<file path="config.mk">
export PLATFORM = sky130hd
export DESIGN_NAME = ov7670_dvp_source
export DESIGN_NICKNAME = d
export VERILOG_FILES = /design/src/rtl/ov7670_dvp_source_pkg.sv /design/src/rtl/ov7670_pattern_pixel.sv /design/src/rtl/ov7670_dvp_source.sv
export SDC_FILE = /design/constraint.sdc
export NUM_CORES = 1
export LEC_CHECK = 0
export BUFFER_PORTS_ARGS = -buffer_cell sky130_fd_sc_hd__buf_2
export CAP_MARGIN = 20
export CORE_ASPECT_RATIO = 1.4
export CORE_MARGIN = 2
export CORE_UTILIZATION = 30
export CTS_BUF_LIST = sky130_fd_sc_hd__clkbuf_16
export DETAILED_ROUTE_END_ITERATION = 7
export PLACE_DENSITY = 0.52
export SLEW_MARGIN = 20
export SYNTH_ARGS = -nofsm -noshare
export SYNTH_HDL_FRONTEND = slang
export SYNTH_SLANG_ARGS = --single-unit
</file>
<file path="constraint.sdc">
create_clock -name PixelClk -period 3.91 [get_ports PixelClk]
set_input_delay 0.391 -clock PixelClk [delete_from_list [all_inputs] [get_ports PixelClk]]
set_output_delay 0.391 -clock PixelClk [all_outputs]
set_load 0.01 [all_outputs]
</file>
<file path="src/rtl/ov7670_dvp_source_pkg.sv">
`default_nettype none
// ============================================================================
// Module      : ov7670_dvp_source_pkg
// Description : Shared FSM encodings, pattern codes and colour-bar constants
//               for the OV7670-style DVP test-pattern source.
// Revision    : 1.0 - initial release
// ============================================================================
package ov7670_dvp_source_pkg;

    typedef enum logic [2:0] {
        ST_IDLE    = 3'd0,
        ST_VSYNC   = 3'd1,
        ST_V_BACK  = 3'd2,
        ST_ACTIVE  = 3'd3,
        ST_V_FRONT = 3'd4
    } dvp_state_t;

    typedef enum logic [1:0] {
        PAT_BARS    = 2'd0,
        PAT_RAMP    = 2'd1,
        PAT_SOLID   = 2'd2,
        PAT_CHECKER = 2'd3
    } pattern_t;

    localparam logic [15:0] c_bar_white   = 16'hFFFF;
    localparam logic [15:0] c_bar_yellow  = 16'hFFE0;
    localparam logic [15:0] c_bar_cyan    = 16'h07FF;
    localparam logic [15:0] c_bar_green   = 16'h07E0;
    localparam logic [15:0] c_bar_magenta = 16'hF81F;
    localparam logic [15:0] c_bar_red     = 16'hF800;
    localparam logic [15:0] c_bar_blue    = 16'h001F;
    localparam logic [15:0] c_bar_black   = 16'h0000;

    function automatic logic [15:0] bar_colour(input logic [2:0] idx);
        logic [15:0] v;
        case (idx)
            3'd0:    v = c_bar_white;
            3'd1:    v = c_bar_yellow;
            3'd2:    v = c_bar_cyan;
            3'd3:    v = c_bar_green;
            3'd4:    v = c_bar_magenta;
            3'd5:    v = c_bar_red;
            3'd6:    v = c_bar_blue;
            default: v = c_bar_black;
        endcase
        return v;
    endfunction

endpackage
`default_nettype wire

</file>
<file path="src/rtl/ov7670_pattern_pixel.sv">
`default_nettype none
// ============================================================================
// Module      : ov7670_pattern_pixel
// Description : Registered RGB565 test-pattern pixel generator driven by
//               frame-start, line-start and pixel-step strobes.
// Revision    : 1.0 - initial release
// ============================================================================
module ov7670_pattern_pixel
    import ov7670_dvp_source_pkg::*;
#(
    parameter int FRAME_WIDTH = 640
)(
    input  logic        PixelClk,
    input  logic        nRST,
    input  pattern_t    pattern,
    input  logic        frame_start,
    input  logic        line_start,
    input  logic        x_step,
    input  logic        y_bit3,
    input  logic [15:0] solid,
    output logic [15:0] pix
);

    localparam int BAR_W = FRAME_WIDTH / 8;
    localparam int BPW   = (BAR_W > 1) ? $clog2(BAR_W) : 1;

    logic [2:0]     r_bar,     w_bar_n;
    logic [BPW-1:0] r_bar_pos, w_bar_pos_n;
    logic [2:0]     r_chk_cnt, w_chk_cnt_n;
    logic           r_x3,      w_x3_n;
    logic           r_y3,      w_y3_n;
    logic [15:0]    r_ramp,    w_ramp_n;
    logic [15:0]    w_pix_n;

    // Next-state describes the pixel that becomes current after this edge.
    always_comb begin
        w_bar_n     = r_bar;
        w_bar_pos_n = r_bar_pos;
        w_chk_cnt_n = r_chk_cnt;
        w_x3_n      = r_x3;
        w_y3_n      = r_y3;
        w_ramp_n    = r_ramp;
        if (line_start) begin
            w_bar_n     = 3'd0;
            w_bar_pos_n = '0;
            w_chk_cnt_n = 3'd0;
            w_x3_n      = 1'b0;
            w_y3_n      = y_bit3;
        end else if (x_step) begin
            if (r_bar_pos == BPW'(BAR_W - 1)) begin
                w_bar_pos_n = '0;
                w_bar_n     = r_bar + 3'd1;
            end else begin
                w_bar_pos_n = r_bar_pos + BPW'(1);
            end
            w_chk_cnt_n = r_chk_cnt + 3'd1;
            if (r_chk_cnt == 3'd7) begin
                w_x3_n = ~r_x3;
            end
        end
        if (frame_start) begin
            w_ramp_n = 16'd0;
        end else if (x_step) begin
            w_ramp_n = r_ramp + 16'd1;
        end

        case (pattern)
            PAT_BARS:  w_pix_n = bar_colour(w_bar_n);
            PAT_RAMP:  w_pix_n = w_ramp_n;
            PAT_SOLID: w_pix_n = solid;
            default:   w_pix_n = (w_x3_n ^ w_y3_n) ? 16'hFFFF : 16'h0000;
        endcase
    end

    always_ff @(posedge PixelClk or negedge nRST) begin
        if (!nRST) begin
            r_bar     <= 3'd0;
            r_bar_pos <= '0;
            r_chk_cnt <= 3'd0;
            r_x3      <= 1'b0;
            r_y3      <= 1'b0;
            r_ramp    <= 16'd0;
            pix       <= 16'd0;
        end else begin
            r_bar     <= w_bar_n;
            r_bar_pos <= w_bar_pos_n;
            r_chk_cnt <= w_chk_cnt_n;
            r_x3      <= w_x3_n;
            r_y3      <= w_y3_n;
            r_ramp    <= w_ramp_n;
            pix       <= w_pix_n;
        end
    end

endmodule
`default_nettype wire

</file>
<file path="src/rtl/ov7670_dvp_source.sv">
`default_nettype none
// ============================================================================
// Module      : ov7670_dvp_source
// Description : Cycle-accurate OV7670-style DVP transmitter emitting RGB565
//               test-pattern frames on cam_vsync / href / p_data.
// Revision    : 1.0 - initial release
// ============================================================================
module ov7670_dvp_source
    import ov7670_dvp_source_pkg::*;
#(
    parameter int FRAME_WIDTH   = 640,
    parameter int FRAME_HEIGHT  = 480,
    parameter int H_BLANK       = 144,
    parameter int VSYNC_LINES   = 3,
    parameter int V_BACK_LINES  = 17,
    parameter int V_FRONT_LINES = 10
)(
    input  logic        PixelClk,
    input  logic        nRST,
    input  logic        enable,
    input  logic [1:0]  pattern_sel,
    input  logic [15:0] solid_rgb,
    output logic        cam_vsync,
    output logic        href,
    output logic [7:0]  p_data,
    output logic        frame_done
);

    localparam int LP   = 2 * FRAME_WIDTH + H_BLANK;
    localparam int CW   = $clog2(LP);
    localparam int YW   = (FRAME_HEIGHT > 1) ? $clog2(FRAME_HEIGHT) : 1;
    localparam int LM1  = (VSYNC_LINES > V_BACK_LINES) ? VSYNC_LINES : V_BACK_LINES;
    localparam int LMAX = (LM1 > V_FRONT_LINES) ? LM1 : V_FRONT_LINES;
    localparam int LW   = $clog2(LMAX + 1);

    dvp_state_t  r_state, w_state_n;
    logic [CW-1:0] r_col;
    logic [LW-1:0] r_line;
    logic [YW-1:0] r_y;
    pattern_t    r_pattern;
    logic [15:0] r_solid;
    logic        w_latch;
    logic        w_frame_end;
    logic        w_line_end;
    logic        w_href_s0;
    logic        w_y_bit3;
    logic [15:0] w_pix;

    assign w_line_end = (r_col == CW'(LP - 1));
    assign w_href_s0  = (r_state == ST_ACTIVE) && (r_col < CW'(2 * FRAME_WIDTH));

    always_ff @(posedge PixelClk or negedge nRST) begin
        if (!nRST) begin
            r_state <= ST_IDLE;
        end else begin
            r_state <= w_state_n;
        end
    end

    always_comb begin
        w_state_n   = r_state;
        w_latch     = 1'b0;
        w_frame_end = 1'b0;
        case (r_state)
            ST_IDLE: begin
                if (enable) begin
                    w_state_n = ST_VSYNC;
                    w_latch   = 1'b1;
                end
            end
            ST_VSYNC: begin
                if (w_line_end && (r_line == LW'(VSYNC_LINES - 1))) begin
                    w_state_n = ST_V_BACK;
                end
            end
            ST_V_BACK: begin
                if (w_line_end && (r_line == LW'(V_BACK_LINES - 1))) begin
                    w_state_n = ST_ACTIVE;
                end
            end
            ST_ACTIVE: begin
                if (w_line_end && (r_y == YW'(FRAME_HEIGHT - 1))) begin
                    w_state_n = ST_V_FRONT;
                end
            end
            ST_V_FRONT: begin
                if (w_line_end && (r_line == LW'(V_FRONT_LINES - 1))) begin
                    w_frame_end = 1'b1;
                    if (enable) begin
                        w_state_n = ST_VSYNC;
                        w_latch   = 1'b1;
                    end else begin
                        w_state_n = ST_IDLE;
                    end
                end
            end
            default: w_state_n = ST_IDLE;
        endcase
    end

    // r_line counts blank-state lines, r_y counts active lines; both restart per state.
    always_ff @(posedge PixelClk or negedge nRST) begin
        if (!nRST) begin
            r_col  <= '0;
            r_line <= '0;
            r_y    <= '0;
        end else if (r_state == ST_IDLE) begin
            r_col  <= '0;
            r_line <= '0;
            r_y    <= '0;
        end else begin
            r_col <= w_line_end ? '0 : r_col + CW'(1);
            if (w_line_end) begin
                if (w_state_n != r_state) begin
                    r_line <= '0;
                    r_y    <= '0;
                end else if (r_state == ST_ACTIVE) begin
                    r_y <= r_y + YW'(1);
                end else begin
                    r_line <= r_line + LW'(1);
                end
            end
        end
    end

    always_ff @(posedge PixelClk or negedge nRST) begin
        if (!nRST) begin
            r_pattern <= PAT_BARS;
            r_solid   <= 16'd0;
        end else if (w_latch) begin
            r_pattern <= pattern_t'(pattern_sel);
            r_solid   <= solid_rgb;
        end
    end

    // Checkerboard row phase for the line about to start.
    generate
        if (YW >= 4) begin : g_y_bit3
            logic [YW-1:0] w_y_next;
            assign w_y_next = (r_state == ST_ACTIVE) ? r_y + YW'(1) : '0;
            assign w_y_bit3 = w_y_next[3];
        end else begin : g_y_bit3_zero
            assign w_y_bit3 = 1'b0;
        end
    endgenerate

    ov7670_pattern_pixel #(
        .FRAME_WIDTH (FRAME_WIDTH)
    ) u_pattern_pixel (
        .PixelClk    (PixelClk),
        .nRST        (nRST),
        .pattern     (r_pattern),
        .frame_start ((r_state == ST_IDLE) || (r_state == ST_VSYNC)),
        .line_start  (w_line_end),
        .x_step      (w_href_s0 && r_col[0]),
        .y_bit3      (w_y_bit3),
        .solid       (r_solid),
        .pix         (w_pix)
    );

    always_ff @(posedge PixelClk or negedge nRST) begin
        if (!nRST) begin
            cam_vsync  <= 1'b0;
            href       <= 1'b0;
            p_data     <= 8'd0;
            frame_done <= 1'b0;
        end else begin
            cam_vsync  <= (r_state == ST_VSYNC);
            href       <= w_href_s0;
            p_data     <= w_href_s0 ? (r_col[0] ? w_pix[7:0] : w_pix[15:8]) : 8'd0;
            frame_done <= w_frame_end;
        end
    end

endmodule
`default_nettype wire

</file>
# --- After elaboration in Yosys (flattened, before gate mapping) ---
# Cells that the tools add are included.
totals:
  wordCells: 105
  ff_bits: 104
  inputBits: 21
  out_inout_bits: 11
classes:
  n_reduce_logical: 15
  eq_ne: 21
  n_bitwise: 2
  mux: 42
  addsub: 7
  magnitude_cmp: 1
ops:
  columns: ["op", "n"]
  rows:
  - ["$pmux W16 S7", 1]
  - ["$mux W16", 3]
  - ["$pmux W16 S3", 1]
  - ["$mux W9", 4]
  - ["$mux W3", 10]
  - ["$mux W11", 2]
  - ["$mux W7", 3]
  - ["$mux W5", 4]
  - ["$add A16 B1 Y16 const B", 1]
  - ["$mux W8", 2]
  - ["$eq A3 B3 Y1 const B", 5]
  - ["$pmux W3 S5", 1]
  - ["$eq A3 B2 Y1 const B", 4]
  - ["$add A11 B1 Y11 const B", 1]
  - ["$eq A11 B11 Y1 const B", 1]
  - ["$lt A11 B11 Y1 const B", 1]
  - ["$add A9 B1 Y9 const B", 1]
  - ["$eq A9 B9 Y1 const B", 1]
  - ["$mux W1", 9]
  - ["$add A7 B1 Y7 const B", 1]
  - ["$eq A7 B7 Y1 const B", 1]
  - ["$add A3 B1 Y3 const B", 2]
  - ["$eq A3 B1 Y1 const B", 2]
  - ["$logic_and A1 B1 Y1", 6]
  - ["other kinds (18)", 21]

# --- Longest topological paths before layout ---
logic_depth:
  word_depth: 8
  ltp_mapped: 9
  ltp_nobuf: 8

# --- Hierarchy ---
# From an unflattened synthesis, not the netlist that was laid out.
unflattened:
  cells_unflattened: 496
  area_unflattened_um2: 5121.2
modules_own_cells:
  columns: ["module", "seq_area_each_um2", "instances", "cells_per_inst", "area_each_um2"]
  rows:
  - ["ov7670_dvp_source", 1426.4, 1, 260, 2765.2]
  - ["ov7670_pattern_pixel", 1176.1, 1, 236, 2356.0]

# --- Worst setup path before layout ---
# Ideal clock, no wire load.
synth_path:
  path_kind: "register to register"
  start: "register r_col[9]"
  end: "register r_y[0]"
  required_time_ps: 3785
  n_path_buf: 0
  path_stages_with_launch: 7
  period_less_slack_ps: 2551
  t_arrival_ps: 2426
  setup_slack_ps: 1359
  setup_time_ps: 125
  path_cell_list: "dfrtp_1 or4b_4 or3_1 or2_4 a2111oi_4 o31ai_1 mux2_2"
synth_between:
  elab_chain_cells: 8
  word_cells_on_any_way: 17
  cone_classes: "eq/ne (2); mux (8); reduce/logical (7)"
synth_lines:
  columns: ["element", "line_no", "rtl"]
  rows:
  - ["from (decl)", "ov7670_dvp_source.sv:37", "logic [CW-1:0] r_col;"]
  - ["from (signal assigned)", "ov7670_dvp_source.sv:112", "r_col <= w_line_end ? '0 : r_col + CW'(1);"]
  - ["$eq A11 B11 Y1 *", "ov7670_dvp_source.sv:49", "assign w_line_end = (r_col == CW'(LP - 1));"]
  - ["$logic_and A1 B1 Y1 (on tied branches)", null, null]
  - ["$mux W3 (on tied branches)", null, null]
  - ["$pmux W3 S5", "ov7670_dvp_source.sv:64", "case (r_state)"]
  - ["$ne A3 B3 Y1", "ov7670_dvp_source.sv:114", "if (w_state_n != r_state) begin"]
  - ["$mux W9", "ov7670_dvp_source.sv:114", null]
  - ["$mux W9", "ov7670_dvp_source.sv:113", "if (w_line_end) begin"]
  - ["$mux W9", "ov7670_dvp_source.sv:107", "end else if (r_state == ST_IDLE) begin"]
  - ["to (signal assigned)", "ov7670_dvp_source.sv:118", "r_y <= r_y + YW'(1);"]
  - ["to (decl)", "ov7670_dvp_source.sv:39", "logic [YW-1:0] r_y;"]
# Every way passes the cells marked *; elsewhere a longest branch is shown, timed or not. The select of a mux whose other input is x is not followed.
# A chain may end at the register's enable or synchronous reset.

# --- Worst setup path after layout ---
layout_path:
  start: "register r_col[9]"
  end: "register r_line[1]"
layout_between:
  elab_chain_cells: 8
  word_cells_on_any_way: 17
  cone_classes: "eq/ne (3); mux (8); reduce/logical (6)"
layout_lines:
  columns: ["element", "line_no", "rtl"]
  rows:
  - ["$eq A11 B11 Y1 *", "ov7670_dvp_source.sv:49", null]
  - ["$logic_and A1 B1 Y1 (on tied branches)", null, null]
  - ["$mux W3 (on tied branches)", null, null]
  - ["$pmux W3 S5", "ov7670_dvp_source.sv:64", null]
  - ["$ne A3 B3 Y1", "ov7670_dvp_source.sv:114", null]
  - ["$mux W5", "ov7670_dvp_source.sv:114", null]
  - ["$mux W5", "ov7670_dvp_source.sv:113", null]
  - ["$mux W5", "ov7670_dvp_source.sv:107", null]
  - ["to (signal assigned)", "ov7670_dvp_source.sv:120", "r_line <= r_line + LW'(1);"]
  - ["to (decl)", "ov7670_dvp_source.sv:38", "logic [LW-1:0] r_line;"]
# Marks and branches as above.

==> run metrics <==
status=finished clean; Clock transition at path regs=80 ps; Synth top area share=0.515; final setup TNS=0 ps; post-synthesis async set-or-reset flop share=1.00; Vias/cell=5.12; synth warn=0; CTS Hold Bufs=1; worst path required time=4130 ps; Final min period=3160 ps; # rows=56; Worst-Skew Late Latency=360 ps; critical path endpoint category=register; DRC=0; Total Routing Usage GR=0.136; Die Wd=114 microns; final total power=2.04 mW; Mapped Area=0.00506 sq mm; Port Buffers=31; Root Buffer=clkbuf_16; CTS Buf Count=9; share of cells above drive strength 1=0.163; flip-flop and latch count after synthesis=104; post_cts resized=0; hold path depth=2; drt first pass iters=5; startpoint types=register; core region area=0.0166 sq mm; Vias=3709; Hold Fails Final Rpt=0; Initial Util=0.305; Die Ht=158 microns; Inserted Diodes=0; max_cap viols=0; synthesized area per cell=10.5 sq um; clock sink count=104; sequential share of the synthesized area=0.515; Final Cycle Share=0.808; Main synth FF type=dfrtp_1; Seq. cell area=0.00260 sq mm; Core Util, Final=0.349; clk_skew=13.6 ps; Overflow after GRT=0; Syn Nets=515; leakage power=2.69 nW; synthesis-to-finish area growth=14.5%; cell taking the most area after synthesis=dfrtp_1; fmax=0.317 GHz; hpwl dp=8340 microns; commonest non-fill, non-tap cells in the layout=104 x dfrtp_1, 53 x nor2_1, 42 x nand2_1, 30 x buf_2, 26 x nand3_1; drt total wl=11400 microns; Yosys cell types=62; first-pass GRT wire length=18900 microns; Crit Path Category=reg -> reg; die area=0.0179 sq mm; Slew Viols, Final=0; CP cell instances=or4b_4 > or3_1 > or2_4 > a221oi_2 > or2_1 > o22ai_1; pwr dens=353 mW/mm^2; critical path arrival=3380 ps; initial antenna violation count=0; VDD IR max=0.195 mV; Routability Congestion=0.836; number of enable flip-flop cells after synthesis=0; commonest non-fill, non-tap cell in the layout=dfrtp_1; slowest library cell on the worst path=a221oi_2; post-detailed-route count of antenna-violating nets=0; vias in the first global route=3746; fin nets=548; Synth Instances=483; relative slew slack=0.336; Design Area, Final=0.00579 sq mm; largest net degree at the start of global routing=44; area occupied by multi-input gates=0.00232 sq mm; Placed Area=0.00546 sq mm; crit-path max cell delay=590 ps; io pins=32; Worst Hold Class=in -> reg; CTS Buffer Depth=2; RSZ-0062 raised after global routing=false; Detailed Route Iter0 Violations=209; setup bufs post-CTS=0; CTS tree=yes; top cells by area, synth=dfrtp_1 51%, mux2_2 4.2%, nor2_1 3.9%; Worst Tran Pin Value=993 ps; # setup viols final=0; H-tree levels=3; crit path max fanout=11; drt wl/cell=15.8 microns; Layout fillers=1640; R2R cell count=6
routing by layer:
metal / wire (microns) / share of wire / track usage / up-vias
met5: 0 / 0 / 0 / -
met3: 364 / 0.032 / 0.0318 / 26
met2: 5920 / 0.52 / 0.228 / 58
met1: 4790 / 0.42 / 0.163 / 1822
met4: 366 / 0.032 / 0.0674 / 0
li1: - / - / - / 1803
final timing paths:
path                       slack [ps]                     end          from
setup / recovery                  750               r_line[1]      r_col[9]
setup reg to reg                  750               r_line[1]      r_col[9]
max in group asynchronous        2570  u_pattern_pixel.pix[6]          nRST
hold reg to reg                   500  u_pattern_pixel.pix[7]    r_solid[7]
hold / removal                    250              r_solid[4]  solid_rgb[4]
min in group asynchronous         480                  r_y[8]          nRST
cell type report:
cell class                 instances  share of cell area
multi-input combinational        346               0.402
inverter                          15             0.00973
clock inverter                     7              0.0171
sequential                       104               0.450
clock buffer                       9              0.0389
timing repair buffer              40              0.0393
tap                              203              0.0439
flip-flops by register name (all words and copies together) (netlist names):
signal and flops:
r_col 11, r_solid 16, r_state 3, p_data 8, u_pattern_pixel.r_ramp 16, u_pattern_pixel.r_y3 1
cam_vsync 1, href 1, r_pattern 2, u_pattern_pixel.pix 16, frame_done 1, u_pattern_pixel.r_bar_pos 7
u_pattern_pixel.r_x3 1, u_pattern_pixel.r_chk_cnt 3, r_line 5, u_pattern_pixel.r_bar 3, r_y 9
report_power, final:
group	total (mW)	switching (mW)	internal, mW
registers	1.07	0	1.07
clock network	0.935	0.471	0.464
logic	0.0327	0.0234	0.00929
cells in the mapped netlist (3+ instances only):
master	instances
or2_2	4
nand3b_1	4
dfrtp_1	104
nand4_1	8
o211ai_1	8
clkbuf_1	14
a221o_1	8
nand3_1	26
and2_1	7
mux2_2	19
nor4_1	5
nand2_1	42
inv_1	14
ha_1	11
a21boi_0	4
nor3_1	10
o21ai_0	9
and4_1	3
or3_1	4
nor4b_1	5
a21oi_1	13
xor2_1	15
nor2_1	53
o31ai_1	6
mux2i_1	12
o32ai_1	3
xnor2_1	15
and3_1	10
nor2b_1	3
o21ai_1	6
critical path: cells and delay by family, from the launching register on:
kind             cells  cell delay, ps
AND/OR/NAND/NOR      4            1830
AO/OA/AOI/OAI        2             740
flip-flops           1             440
kinds of logic (layout without fill, tap and decap cells):
kind of cell	count (synthesis)	count (layout)	share of synthesized area
and+or+nand+nor	196	196	0.197
buffers and inverters	33	71	0.0257
DFF	104	104	0.515
AOI/OAI and AO/OA	78	78	0.117
muxes	31	31	0.0661
xor gates and xnor gates	30	30	0.0520
adders and majority gates	11	11	0.0272
metrics by stage:
step                worst slack [ps]  instances  hold WS [ps]
floorplan                       1360        483          95.4
global placement                 873        707           335
detailed placement               770        707           337
CTS                              751        724           242
global route                     580        724           236
finish                           752        724           255
No activity file was read; power rests on OpenSTA's default activity.
